## config.mk

```make
export PLATFORM = sky130hd
export DESIGN_NAME = uart_tx_fifo
export DESIGN_NICKNAME = d
export VERILOG_FILES = /design/src/rtl/uart_pkg.sv /design/src/rtl/fifo_ram.sv /design/src/rtl/uart_tx_fifo.sv
export SDC_FILE = /design/constraint.sdc
export NUM_CORES = 1
export LEC_CHECK = 0
export CORE_AREA = 4 4 112 114
export CTS_CLUSTER_DIAMETER = 30
export DETAILED_ROUTE_END_ITERATION = 12
export DIE_AREA = 0 0 116 118
export PLACE_DENSITY = 0.77
export SLEW_MARGIN = 40
export SYNTH_ARGS = -nofsm -noshare
export SYNTH_HDL_FRONTEND = slang
export SYNTH_SLANG_ARGS = --single-unit
export TNS_END_PERCENT = 30
```

## constraint.sdc

```tcl
create_clock -name clk -period 2.8 [get_ports clk]
set_clock_uncertainty 0.1 [all_clocks]
set_input_delay 0.84 -clock clk [delete_from_list [all_inputs] [get_ports clk]]
set_output_delay 0.84 -clock clk [all_outputs]
set_load 0.005 [all_outputs]
```

## src/rtl/uart_pkg.sv

```systemverilog
// Shared definitions for the buffered UART transmit path.
//   DATA_W      : byte width presented to the xmit transmitter
//   tx_state_e  : sequencer states (IDLE/SEND/WAIT)
//   CR, LF      : line-ending characters used by the optional CR insertion
package uart_pkg;

  localparam int unsigned DATA_W = 8;

  typedef enum logic [1:0] {
    IDLE = 2'd0,
    SEND = 2'd1,
    WAIT = 2'd2
  } tx_state_e;

  localparam logic [DATA_W-1:0] CR = 8'h0D;
  localparam logic [DATA_W-1:0] LF = 8'h0A;

endpackage

```

## src/rtl/fifo_ram.sv

```systemverilog
// DEPTH x DATA_W storage for the transmit FIFO.
// Synchronous write, asynchronous read so the head byte is visible in the
// same cycle the sequencer decides to pop it.
//   clk     : write clock
//   we      : write enable
//   waddr   : write address
//   wdata   : write data
//   raddr   : read address
//   rdata_c : combinational read data at raddr
module fifo_ram
  import uart_pkg::*;
#(
  parameter int unsigned DEPTH  = 16,
  parameter int unsigned ADDR_W = 4
) (
  input  logic              clk,
  input  logic              we,
  input  logic [ADDR_W-1:0] waddr,
  input  logic [DATA_W-1:0] wdata,
  input  logic [ADDR_W-1:0] raddr,
  output logic [DATA_W-1:0] rdata_c
);

  logic [DATA_W-1:0] mem [DEPTH];

  // Storage is intentionally not reset; occupancy is tracked outside.
  always_ff @(posedge clk) begin
    if (we) begin
      mem[waddr] <= wdata;
    end
  end

  assign rdata_c = mem[raddr];

endmodule

```

## src/rtl/uart_tx_fifo.sv

```systemverilog
// Buffered byte source feeding the xmit UART transmitter.
// Producers push bytes at clock rate; a small sequencer pops them one at a
// time and handshakes with xmit through char/sendchar/busy.
// Optional build macro: UART_TX_FIFO_CRLF_EN inserts a CR before every LF.
// DEPTH must be a power of two (>= 2) with ADDR_W == log2(DEPTH).
//   clk      : system clock shared with xmit
//   reset    : asynchronous active-high reset
//   wr_data  : byte to enqueue
//   wr_en    : enqueue strobe
//   full     : occupancy == DEPTH
//   empty    : occupancy == 0
//   count    : occupancy, 0..DEPTH
//   overflow : sticky, set when a write was dropped
//   char     : byte presented to xmit
//   sendchar : transmit request to xmit
//   busy     : xmit busy
module uart_tx_fifo
  import uart_pkg::*;
#(
  parameter int unsigned DEPTH  = 16,
  parameter int unsigned ADDR_W = 4
) (
  input  logic              clk,
  input  logic              reset,
  input  logic [DATA_W-1:0] wr_data,
  input  logic              wr_en,
  output logic              full,
  output logic              empty,
  output logic [ADDR_W:0]   count,
  output logic              overflow,
  output logic [DATA_W-1:0] char,
  output logic              sendchar,
  input  logic              busy
);

  localparam int unsigned CNT_W = ADDR_W + 1;

  tx_state_e         state_q, state_d;
  logic [ADDR_W-1:0] rd_ptr_q, rd_ptr_d;
  logic [ADDR_W-1:0] wr_ptr_q, wr_ptr_d;
  logic [CNT_W-1:0]  count_q, count_d;
  logic              full_q, full_d;
  logic              empty_q, empty_d;
  logic              overflow_q, overflow_d;
  logic [DATA_W-1:0] char_q, char_d;
  logic              sendchar_q, sendchar_d;
`ifdef UART_TX_FIFO_CRLF_EN
  logic              cr_sent_q, cr_sent_d;
`endif

  logic              wr_ok;
  logic              pop;
  logic [DATA_W-1:0] head_c;

  fifo_ram #(
    .DEPTH  (DEPTH),
    .ADDR_W (ADDR_W)
  ) u_ram (
    .clk     (clk),
    .we      (wr_ok),
    .waddr   (wr_ptr_q),
    .wdata   (wr_data),
    .raddr   (rd_ptr_q),
    .rdata_c (head_c)
  );

  // Next-state: write acceptance, pop sequencing and occupancy.
  always_comb begin
    state_d    = state_q;
    rd_ptr_d   = rd_ptr_q;
    wr_ptr_d   = wr_ptr_q;
    overflow_d = overflow_q;
    char_d     = char_q;
    sendchar_d = sendchar_q;
    pop        = 1'b0;
`ifdef UART_TX_FIFO_CRLF_EN
    cr_sent_d  = cr_sent_q;
`endif

    // Fullness is judged on the registered count, so a pop in the same
    // cycle cannot make room for a write to a full FIFO.
    wr_ok = wr_en && !full_q;
    if (wr_ok) begin
      wr_ptr_d = wr_ptr_q + ADDR_W'(1);
    end
    if (wr_en && full_q) begin
      overflow_d = 1'b1;
    end

    case (state_q)
      IDLE: begin
        if (!empty_q) begin
          sendchar_d = 1'b1;
          state_d    = SEND;
`ifdef UART_TX_FIFO_CRLF_EN
          // LF at the head: emit a CR first and leave the LF queued.
          if ((head_c == LF) && !cr_sent_q) begin
            char_d    = CR;
            cr_sent_d = 1'b1;
          end else begin
            char_d    = head_c;
            pop       = 1'b1;
            cr_sent_d = 1'b0;
          end
`else
          char_d = head_c;
          pop    = 1'b1;
`endif
        end
      end
      SEND: begin
        if (busy) begin
          sendchar_d = 1'b0;
          state_d    = WAIT;
        end
      end
      WAIT: begin
        // Returning through IDLE guarantees a quiet cycle before the next
        // request, so xmit never sees sendchar held across frames.
        if (!busy) begin
          state_d = IDLE;
        end
      end
      default: begin
        state_d = IDLE;
      end
    endcase

    if (pop) begin
      rd_ptr_d = rd_ptr_q + ADDR_W'(1);
    end

    count_d = count_q + CNT_W'(wr_ok) - CNT_W'(pop);
    full_d  = (count_d == CNT_W'(DEPTH));
    empty_d = (count_d == '0);
  end

  // State registers.
  always_ff @(posedge clk or posedge reset) begin
    if (reset) begin
      state_q    <= IDLE;
      rd_ptr_q   <= '0;
      wr_ptr_q   <= '0;
      count_q    <= '0;
      full_q     <= 1'b0;
      empty_q    <= 1'b1;
      overflow_q <= 1'b0;
      char_q     <= '0;
      sendchar_q <= 1'b0;
`ifdef UART_TX_FIFO_CRLF_EN
      cr_sent_q  <= 1'b0;
`endif
    end else begin
      state_q    <= state_d;
      rd_ptr_q   <= rd_ptr_d;
      wr_ptr_q   <= wr_ptr_d;
      count_q    <= count_d;
      full_q     <= full_d;
      empty_q    <= empty_d;
      overflow_q <= overflow_d;
      char_q     <= char_d;
      sendchar_q <= sendchar_d;
`ifdef UART_TX_FIFO_CRLF_EN
      cr_sent_q  <= cr_sent_d;
`endif
    end
  end

  assign full     = full_q;
  assign empty    = empty_q;
  assign count    = count_q;
  assign overflow = overflow_q;
  assign char     = char_q;
  assign sendchar = sendchar_q;

endmodule

```

* Word level (Yosys, flattened, before mapping)
Memory sizes are Yosys's and may differ from the RTL's. A register that Yosys moved wholly into a read port is not among the register bits.
Cells that the tools add are included.
** Operators by class
- $add $sub $neg :: 4
- Equal/unequal tests :: 6
- Muxes and demuxes :: 11
- Bitwise operators :: 1
- Reduce and logical (&&, ||, !) cells :: 9
** Operators by type and width (number)
- 4-bit by 1-bit adder with 4-bit output (second input constant) :: 2
- 1-bit two-way mux :: 6
- 2-bit two-way mux :: 3
- 2-bit inequality test (second input constant) :: 3
- 2-bit case mux with 3 select lines :: 1
- 3-bit AND reduction :: 2
- 5-bit by 1-bit adder with 5-bit output :: 1
- 5-bit equality test (second input constant) :: 1
- 5-bit zero test :: 1
- 5-bit by 1-bit subtractor with 5-bit output :: 1
- 2-bit by 1-bit equality test with 1-bit output (second input constant) :: 1
- 2-bit equality test (second input constant) :: 1
- 1-bit logical AND :: 2
- 2-bit zero test :: 1
- 1-bit case mux with 2 select lines :: 1
- 2-bit AND reduction :: 1
- 2-bit nonzero test :: 1
- 1-bit zero test :: 1
- 1-bit inverter :: 1
** Word-level totals
- Flip-flop bits (word level) :: 19
- Memory bits (writable) :: 128
- Bits of input ports :: 12
- Output and inout port bits :: 17
- Memories kept :: 1
** Memory list
- u_ram.mem :: words 16, bits a word 8, read ports 1, clocked after memory_dff 1, wr ports 1, RTL line fifo_ram.sv:24 : logic [DATA_W-1:0] mem [DEPTH];

* Longest topological paths before layout
- Depth after elaboration :: 5
- Gate-level depth with buffers :: 12
- Depth with buffers taken out :: 11

* By module
From an unflattened synthesis, not the netlist that was laid out.
** Unflattened totals
- Cell total of the unflattened synthesis :: 312
- Area, all modules :: 6214.7 sq um
** Modules (own cells, without submodules)
- fifo_ram :: times used 1, cells an instance 221, area an instance 4987.3 sq um, sequential area each 3843.7 sq um
- uart_tx_fifo :: times used 1, cells an instance 91, area an instance 1227.4 sq um, sequential area each 676.9 sq um

* Worst setup path before layout
OpenSTA, ideal clock, no wires.
- Kind :: input-to-reg
- From :: in wr_en
- To :: reg full_q (netlist: full)
- Arrival :: 2.809 ns
- Slack :: -0.210 ns
- Cell stages on the path :: 12
- Cells stage by stage :: nor2b_1 -> clkbuf_1 -> inv_1 -> ha_1 -> inv_1 -> ha_1 -> inv_1 -> fa_1 -> nor2b_1 -> o21ai_0 -> and3_1 -> nor4_1
** On the way
- Cells in the longest elaborated chain, start to end :: 4
** Ends and longest elaborated chain
- from (decl) :: RTL line uart_tx_fifo.sv:26 : input logic wr_en,
- 1-bit logical AND :: RTL line uart_tx_fifo.sv:82 : wr_ok = wr_en && !full_q;
- 5-bit by 1-bit adder with 5-bit output :: RTL line uart_tx_fifo.sv:133 : count_d = count_q + CNT_W'(wr_ok) - CNT_W'(pop);
- 5-bit by 1-bit subtractor with 5-bit output :: RTL line uart_tx_fifo.sv:133
- 5-bit equality test :: RTL line uart_tx_fifo.sv:134 : full_d = (count_d == CNT_W'(DEPTH));
- named net full_d :: RTL line uart_tx_fifo.sv:42 : logic full_q, full_d;
- to (signal assigned) :: RTL line uart_tx_fifo.sv:158 : full_q <= full_d;
- to (decl) :: RTL line uart_tx_fifo.sv:42
The timed path passes the listed nets, and every way through them passes these cells.
A chain may end at the register's enable or synchronous reset.

* Final worst setup path
- From :: reg state_q[0]
- To :: reg full_q (netlist: full)
** On the way
- Cells in the longest elaborated chain, start to end :: 4
** Ends and longest elaborated chain
- from (decl) :: RTL line uart_tx_fifo.sv:38 : tx_state_e state_q, state_d;
- from (signal assigned) :: RTL line uart_tx_fifo.sv:154 : state_q <= state_d;
- 2-bit zero test :: RTL line uart_tx_fifo.sv:90 : case (state_q)
- 1-bit two-way mux :: RTL line uart_tx_fifo.sv:90
- named net pop :: RTL line uart_tx_fifo.sv:52 : logic pop;
- 5-bit by 1-bit subtractor with 5-bit output :: RTL line uart_tx_fifo.sv:133
- named net count_d[1] :: RTL line uart_tx_fifo.sv:41 : logic [CNT_W-1:0] count_q, count_d;
- 5-bit equality test :: RTL line uart_tx_fifo.sv:134
- named net full_d :: RTL line uart_tx_fifo.sv:42
The timed path passes the listed nets, and every way through them passes these cells.

==> results.toml <==
[run_status]
status = "completed"

[cells_and_area]
nNetsFinal = 431
nFillCells = 787
diodes = 0
area_growth_pct = 22.2
layout_commonest_cell = "edfxtp_1"
layout_common_cells = "edfxtp_1 (128), buf_4 (40), clkdlybuf4s50_1 (27)"
instances_no_fill = 564
drive_gt1_share_pct = 27.3

[worst_setup_path]
start_kind = "register"
cp_max_fo = 3
cp-end-kind = "register"
path_class = "reg2reg"
crit_arrival_ns = 2.93
cp_data_required_time_ns = 3.03

[timing]
slew_headroom_pct = 60.4
fmax_mhz = 370
rsz0062_at_grt = "no"
drv_slew = 0
period_needed_ns = 2.70
period_share_pct = 96.5
hold_viol_final = 0
tightest_slew_ns = 0.591
setup_violations = 0
setup-tns-final_ns = 0

[clock_network]
htreeDepth = 4
clock_latency_ns = 0.42
cts.sinks = 155
cts_buffers = 17
clockBufferDepth = 2
hold_buffers = 0
clk_pin_slew_ns = 0.06
cts_root_buf = "clkbuf_16"
cts_tree = "done"

[synthesis]
synth_compound_area_share_pct = 2.61
yosysWarnings = 0
avgSynthCellArea_um2 = 18.9
synth_cell_type_count = 41
synth_edf_count = 128
synth_seq_cells = 155
synth-xor-area-share_pct = 1.40
synth-simple-area-share_pct = 4.81
synth_mux_area_share_pct = 14.1
synth.net_count = 354
synth_top_family_by_area = "multiplexers"
synth_ff_type = "edfxtp_1"
synth_area_um2 = 6270
synthCells = 331
ys_seq_area_share_pct = 72.1
synth_fa_ha_area_share_pct = 2.32
synth-async-reset-ratio_pct = 17.4

[grt]
grt.overflow.total = 0
grt_pass1_wl_mm = 18.7
antenna_found_initial = 0
grt_usage_pct = 18.8
grt_max_degree = 33
grt_pass1_vias = 3430

[floorplanning]
die-area_um2 = 13700
fp.dieH_um = 118
io_pins = 29
core_area_um2 = 11400
die_w_um = 116
fp-row-count = 39
start_util_pct = 54.9

[hold_path]
hold_class = "reg2reg"

[placed_design]
place_hpwl_mm = 7.84
gp_congestion = 0.774
portBuffers = 28
dp.cells = 530

[power]
powerDensity_nw_per_um2 = 1050
totalPowerFinal_mw = 8.08
peakVddDrop_uv = 833
p_leak_nw = 2.83

[route]
drt_iter0_markers = 222
drc = 0
vias = 3208
ant_nets = 0
wirelength_mm = 11.8
wire_per_inst_um = 20.9
via_per_inst = 5.69
dr.pass1.iters = 4

[job]
cap_violations = 0
-- power breakdown --
| part | leakage [nW] | switching, mW | internal, mW |
|---|---|---|---|
| Combinational | 1.06 | 1.27 | 1.38 |
| Clock | 0.286 | 0.923 | 1.38 |
| Sequential | 1.48 | 0.238 | 2.89 |
| Total | 2.83 | 2.43 | 5.65 |
-- worst paths after layout --
check | startpoint | end | slack (ns) | depth (start not counted)
setup / recovery | state_q[0] | full | 0.1 | 10
hold / removal | overflow | overflow | 0.36 | 1
setup reg to reg | state_q[0] | full | 0.1 | 10
hold reg to reg | overflow | overflow | 0.36 | 1
max in group asynchronous | reset | empty | 1.60 | 3
min in group asynchronous | reset | char[1] | 0.69 | 3
-- what timing repair did --
item                                    CTS  global route
pin swaps                                 2             0
resized for setup                         7             1
endpoints found under the setup margin    3             1
setup buffers                             1             1
-- flip-flops by register name, indices dropped and copies added, names as in the netlist --
name,flops
full,1
rd_ptr_q,4
sendchar,1
char,8
overflow,1
count,5
empty,1
u_ram.mem,128
wr_ptr_q,4
state_q,2
-- metrics by stage --
stage	utilization (%)	setup slack [ns]	area, um2	hold WS (ns)
after floorplan	-	-0.0716	6300	0.351
after global placement	61.4	-0.600	7010	0.345
after detailed placement	61.4	-0.694	7010	0.350
after CTS	67.0	0.0325	7650	0.364
after global routing	67.1	0.0280	7660	0.385
final	67.1	0.0976	7660	0.360
-- worst max-delay path, cell delays in order (launching register included) --
cell and delay [ns]:
dfrtp_1 0.38, or3_4 0.40, inv_2 0.11, ha_4 0.21, inv_2 0.06, ha_4 0.13, inv_2 0.03, fa_2 0.51
inv_1 0.06, or3_4 0.38, nor4_2 0.25
-- cells in the mapped netlist, types with 2 or more instances --
cell        n  area [um2]
edfxtp_1  128        3840
dfrtp_1    26         651
mux4_2     23         518
mux2i_1    17         170
and2_1     16         100
inv_1      13        48.8
ha_1       10         125
xnor2_1     9        78.8
a21o_1      8        60.1
nand2_1     8        30.0
nor2_1      8        30.0
mux4_1      7         184
o22ai_1     6        37.5
a21oi_1     4        20.0
buf_6       4        45.0
and3_1      3        18.8
buf_2       3        15.0
buf_4       3        22.5
clkbuf_1    3        11.3
nor2b_1     3        18.8
nor3b_1     3        22.5
nor4_1      3        18.8
o21ai_0     3        15.0
nand4_1     2        12.5
or3_1       2        12.5
-- final cells by class --
type                            instances  area [um2]  share of cell area, %
Inverter                               14        55.1                  0.719
Timing Repair Buffer                   72         659                   8.61
Clock inverter                         13         154                   2.01
Clock buffer                           19         453                   5.91
Tap cell                              143         179                   2.34
Multi-Input combinational cell        148        1640                   21.4
Sequential cell                       155        4520                   59.0
-- layer usage --
layer	global-route usage, %	routed length (um)
met3	5.09	598
met2	29.3	5860
met4	8.05	291
met1	24.9	5020
met5	0	0
-- logic make-up (layout without fill, tap and decap cells) --
logic type | Yosys count | count (layout)
DFF | 155 | 155
and+or+nand+nor | 54 | 54
muxes | 48 | 48
buffers and inverters | 28 | 118
AOI/OAI and AO/OA | 25 | 25
adders and majority gates | 11 | 11
xor gates and xnor gates | 10 | 10
Note: power is estimated with default switching activity, not from simulation.
